==> src/rtl/clk_div_ctrl_pkg.sv <==
// Shared types and constants for the clk_div_ctrl programmable clock divider.
package clk_div_ctrl_pkg;

   typedef enum logic [1:0] {
      ST_IDLE  = 2'd0,
      ST_RUN   = 2'd1,
      ST_PEND  = 2'd2,
      ST_DRAIN = 2'd3
   } state_e;

   localparam int MIN_DIV = 2;
   localparam int PCNT_W  = 16;

endpackage

==> src/rtl/clk_div_phase.sv <==
// Phase counter for clk_div_ctrl: counts 0..div-1, registers the divided clock
// and flags the last cycle of each period.
module clk_div_phase #(
   parameter int CNT_W = 32
) (
   input  logic             clk_i,
   input  logic             rst,
   input  logic             active_i,
   input  logic             active_nxt_i,
   input  logic [CNT_W-1:0] div_i,
   input  logic [CNT_W-1:0] div_nxt_i,
   output logic             clk_o,
   output logic             tick_o
);

   logic [CNT_W-1:0] cnt_q;
   logic [CNT_W-1:0] cnt_d;
   logic             clk_q;
   logic             clk_d;
   logic             last_w;

   assign last_w = (cnt_q == (div_i - CNT_W'(1)));

   // clk_o is computed from next-cycle count and ratio so that the registered
   // value lines up with the count it describes.
   always_comb begin
      cnt_d = '0;
      if (active_nxt_i && active_i && !last_w) begin
         cnt_d = cnt_q + CNT_W'(1);
      end
      clk_d = active_nxt_i && (cnt_d < (div_nxt_i >> 1));
   end

   always_ff @(posedge clk_i) begin
      if (rst) begin
         cnt_q <= '0;
         clk_q <= 1'b0;
      end else begin
         cnt_q <= cnt_d;
         clk_q <= clk_d;
      end
   end

   assign clk_o  = clk_q;
   assign tick_o = active_i && last_w;

endmodule

==> src/rtl/clk_div_ctrl.sv <==
// Programmable clock divider controller with boundary-aligned ratio changes.
// Optional tick counter output enabled by macro CLK_DIV_CTRL_PCNT_EN.
module clk_div_ctrl
   import clk_div_ctrl_pkg::*;
#(
   parameter int CNT_W       = 32,
   parameter int DIV_DEFAULT = 10
) (
   input  logic             clk_i,
   input  logic             rst,
   input  logic             run_i,
   input  logic             cfg_valid_i,
   input  logic [CNT_W-1:0] cfg_div_i,
   output logic             cfg_ready_o,
   output logic             clk_o,
   output logic             tick_o,
   output logic             busy_o,
   output logic             err_o
`ifdef CLK_DIV_CTRL_PCNT_EN
   ,
   output logic [PCNT_W-1:0] period_cnt_o
`endif
);

   generate
      if (DIV_DEFAULT < MIN_DIV) begin : g_bad_default
         $error("clk_div_ctrl: DIV_DEFAULT must be at least 2");
      end
   endgenerate

   state_e           state_q;
   state_e           state_d;
   logic [CNT_W-1:0] div_q;
   logic [CNT_W-1:0] div_d;
   logic [CNT_W-1:0] shadow_q;
   logic [CNT_W-1:0] shadow_d;
   logic             pend_q;
   logic             pend_d;
   logic             err_q;
   logic             err_d;
   logic             xfer_w;
   logic             legal_w;
   logic             tick_w;
   logic             active_q;
   logic             active_d;

   assign xfer_w   = cfg_valid_i && cfg_ready_o;
   assign legal_w  = (cfg_div_i >= CNT_W'(MIN_DIV));
   assign active_q = (state_q != ST_IDLE);
   assign active_d = (state_d != ST_IDLE);

   always_ff @(posedge clk_i) begin
      if (rst) begin
         state_q <= ST_IDLE;
      end else begin
         state_q <= state_d;
      end
   end

   // A stop request always finishes the running period via DRAIN, even if
   // run_i comes back before the period ends.
   always_comb begin
      state_d = state_q;
      case (state_q)
         ST_IDLE: begin
            if (run_i) state_d = ST_RUN;
         end
         ST_RUN: begin
            if (!run_i) state_d = ST_DRAIN;
            else if (xfer_w && legal_w && !tick_w) state_d = ST_PEND;
         end
         ST_PEND: begin
            if (!run_i) state_d = ST_DRAIN;
            else if (tick_w) state_d = ST_RUN;
         end
         ST_DRAIN: begin
            if (tick_w) state_d = ST_IDLE;
         end
         default: state_d = ST_IDLE;
      endcase
   end

   always_comb begin
      cfg_ready_o = 1'b0;
      busy_o      = 1'b1;
      case (state_q)
         ST_IDLE: begin
            cfg_ready_o = 1'b1;
            busy_o      = 1'b0;
         end
         ST_RUN:  cfg_ready_o = 1'b1;
         default: cfg_ready_o = 1'b0;
      endcase
   end

   // Ratio changes only land on a period boundary (or while idle), so no
   // clk_o phase is ever cut short.
   always_comb begin
      div_d    = div_q;
      shadow_d = shadow_q;
      pend_d   = pend_q;
      err_d    = err_q;
      if (xfer_w && !legal_w) err_d = 1'b1;
      case (state_q)
         ST_IDLE: begin
            if (xfer_w && legal_w) div_d = cfg_div_i;
         end
         ST_RUN: begin
            if (xfer_w && legal_w) begin
               if (tick_w) begin
                  div_d = cfg_div_i;
               end else begin
                  shadow_d = cfg_div_i;
                  pend_d   = 1'b1;
               end
            end
         end
         default: begin
            if (tick_w && pend_q) begin
               div_d  = shadow_q;
               pend_d = 1'b0;
            end
         end
      endcase
   end

   always_ff @(posedge clk_i) begin
      if (rst) begin
         div_q    <= CNT_W'(DIV_DEFAULT);
         shadow_q <= CNT_W'(DIV_DEFAULT);
         pend_q   <= 1'b0;
         err_q    <= 1'b0;
      end else begin
         div_q    <= div_d;
         shadow_q <= shadow_d;
         pend_q   <= pend_d;
         err_q    <= err_d;
      end
   end

   assign err_o  = err_q;
   assign tick_o = tick_w;

   clk_div_phase #(
      .CNT_W(CNT_W)
   ) u_phase (
      .clk_i        (clk_i),
      .rst          (rst),
      .active_i     (active_q),
      .active_nxt_i (active_d),
      .div_i        (div_q),
      .div_nxt_i    (div_d),
      .clk_o        (clk_o),
      .tick_o       (tick_w)
   );

`ifdef CLK_DIV_CTRL_PCNT_EN
   logic [PCNT_W-1:0] pcnt_q;
   logic [PCNT_W-1:0] pcnt_d;

   assign pcnt_d = tick_w ? (pcnt_q + PCNT_W'(1)) : pcnt_q;

   always_ff @(posedge clk_i) begin
      if (rst) begin
         pcnt_q <= '0;
      end else begin
         pcnt_q <= pcnt_d;
      end
   end

   assign period_cnt_o = pcnt_q;
`endif

endmodule

==> config.mk <==
export PLATFORM = sky130hd
export DESIGN_NAME = clk_div_ctrl
export DESIGN_NICKNAME = d
export VERILOG_FILES = /design/src/rtl/clk_div_ctrl_pkg.sv /design/src/rtl/clk_div_phase.sv /design/src/rtl/clk_div_ctrl.sv
export SDC_FILE = /design/constraint.sdc
export NUM_CORES = 1
export LEC_CHECK = 0
export CAP_MARGIN = 0
export CORE_ASPECT_RATIO = 0.5
export CORE_MARGIN = 4
export CORE_UTILIZATION = 56
export CTS_CLUSTER_DIAMETER = 30
export DETAILED_ROUTE_END_ITERATION = 10
export GPL_ROUTABILITY_DRIVEN = 0
export GPL_TIMING_DRIVEN = 1
export PLACE_DENSITY = 0.78
export SETUP_SLACK_MARGIN = 0.1
export SYNTH_ARGS = -nofsm -noshare
export SYNTH_HDL_FRONTEND = slang
export SYNTH_HIERARCHICAL = 1
export SYNTH_SLANG_ARGS = --single-unit
==> constraint.sdc <==
create_clock -name clk_i -period 6.2 [get_ports clk_i]
set_input_delay 0.62 -clock clk_i [delete_from_list [all_inputs] [get_ports clk_i]]
set_output_delay 0.62 -clock clk_i [all_outputs]
set_load 0.1 [all_outputs]
==> results.yml <==
cts:
  root_buffer: "clkbuf_16"
  clk_pin_slew_ps: 90
  clkSinkCount: 101
  htree_levels: 3
  cts_inserted_buffers: 9
  clk_path_buf_depth: 2
  ctsResizeCount: 0
  cts_hold_buf: 0
  cts_tree: "yes"
  clk_latency_ps: 360
  post-cts-setup-buffers: 0
worst_setup_path:
  critical_path_class: "reg -> reg"
  regToRegSetupSlack_ps: 230
  regToRegStartpoint: "div_q[5]"
  worst_ep_required_time_ps: 6430
  cp-end-kind: "register"
  r2r_end: "u_phase/clk_o"
  start_kind: "register"
  crit_path_max_fanout: 20
  cp.arrival_ps: 6200
  r2r_cells: 21
layout:
  n_fill_cell: 1089
  nets: 1082
  diodes: 0
  layout_commonest_cell: "nand2_1"
  register_area_mm2: 0.00202
  area_growth_pct: 12.2
  layout_common_cells: "nand2_1, dfxtp_1, nor3_1"
  final_cells: 1189
  multi_input_area_mm2: 0.00517
  drive_gt1_frac: 0.114
sta:
  fin_tns_setup_ps: 0
  fmax_mhz: 168
  setup_viol: 0
  finalHoldViolations: 0
  fin_skew_ps: 20.4
  period_share: 0.963
  worst_slew_pin_slew_ps: 1130
  period_needed_ps: 5970
  grt_setup_unrepaired: "false"
  report.final.slew_viol_count: 0
  slew_headroom: 0.244
detailed_routing:
  vias: 8401
  drt_iter0_markers: 1479
  routed_wl_um: 25900
  post_drt_wl_per_cell_um: 21.8
  drcViolationCount: 0
  drt-vias-per-instance: 7.07
  drt_pass1_iterations: 6
  detail-route-antenna-nets: 0
global_routing:
  grt_pass1_vias: 7277
  overflow: 0
  grt_max_degree: 97
  grtUsageTotal: 0.315
  antenna_found_initial: 0
  grt_first_pass_wirelength_um: 40100
synth:
  yosysWarningCount: 6
  syn-cell-area_mm2: 0.00767
  syn_area_per_cell_um2: 7.66
  synth_cells: 1001
  syn_nets: 1069
min_path:
  hold_path_class: "reg -> reg"
  worstHoldPathCells: 2
  hold_start: "shadow_q[31]"
  hold_end: "shadow_q[31]"
pwr:
  power_mw: 1.93
  max-vdd-ir-drop_mv: 0.142
  power_leakage_nw: 2.97
  p_per_area_mw_per_mm2: 224
placement:
  portBuffers: 40
  placedCellCount: 1173
  hpwlAfterDp_um: 19100
outcome:
  outcome: "completed"
floorplanning:
  core_area_mm2: 0.0130
  die_width_um: 173
  io-pin-count: 41
  rows: 29
  initial_core_util: 0.589
  fp.dieH_um: 90.7
  die_area_mm2: 0.0157
job:
  drv_cap: 0
## per-stage QoR
stage / hold WS [ps] / utilization / area (um^2) / setup WS (ps)
after floorplan: 436 / - / 7670 / 127
after global placement: 443 / 0.632 / 8230 / 351
after detailed placement: 447 / 0.632 / 8230 / 177
after CTS: 458 / 0.656 / 8550 / 135
after global routing: 476 / 0.660 / 8600 / 68.2
final: 456 / 0.660 / 8600 / 231
## state kept, by name, summed over array words and instances (netlist names)
signal,flops
u_phase/clk_o,1
div_q,32
pend_q,1
state_q,2
u_phase/cnt_q,32
shadow_q,32
err_o,1
## power breakdown
group	internal (mW)	leakage, nW	switching, mW	total [mW]
sequential	0.680	0.821	0.0446	0.725
combinational	0.214	1.99	0.364	0.578
clock	0.328	0.158	0.299	0.627
## worst max-delay path, cell delays in order, from the launching register on
cell,delay (ps)
dfxtp_1,390
or3_1,510
or4_1,660
or4_1,570
mux2i_1,160
o22ai_1,130
nor2b_1,150
and3b_2,230
and2_4,190
buf_8,160
a21oi_2,270
buf_4,260
a221oi_1,80
o21ai_0,540
inv_1,120
ha_1,300
nand4_1,100
nor2_1,160
o211ai_1,120
nor3_1,320
a21boi_0,170
o31a_1,260
## area by class of cell
| type | count | share of cell area |
|---|---|---|
| Multi-Input combinational cell | 779 | 0.602 |
| Tap cell | 170 | 0.0247 |
| Timing Repair Buffer | 81 | 0.0828 |
| Inverter | 42 | 0.0183 |
| Clock buffer | 9 | 0.0262 |
| Clock inverter | 7 | 0.0111 |
| Sequential cell | 101 | 0.235 |
## worst max path at each step
stage	slack (ps)	depth (start not counted)	endpoint	startpoint
2_1_floorplan	130	26	u_phase/clk_o	div_q[0]
4_1_cts	140	25	u_phase/clk_o	div_q[0]
5_1_grt	70	25	u_phase/clk_o	div_q[0]
3_5_place_dp	180	25	u_phase/clk_o	div_q[1]
3_3_place_gp	350	23	u_phase/clk_o	div_q[1]
6_report	230	21	u_phase/clk_o	div_q[5]
## metal layers
metal,track usage,part of all wire,routed length (um),vias up
met3,0.104,0.16,4260,55
met4,0.0511,0.014,365,0
met1,0.489,0.44,11300,3913
li1,-,-,-,3794
met2,0.416,0.38,9970,639
met5,0,0,0,-
Power figures use the tool's default switching activity.
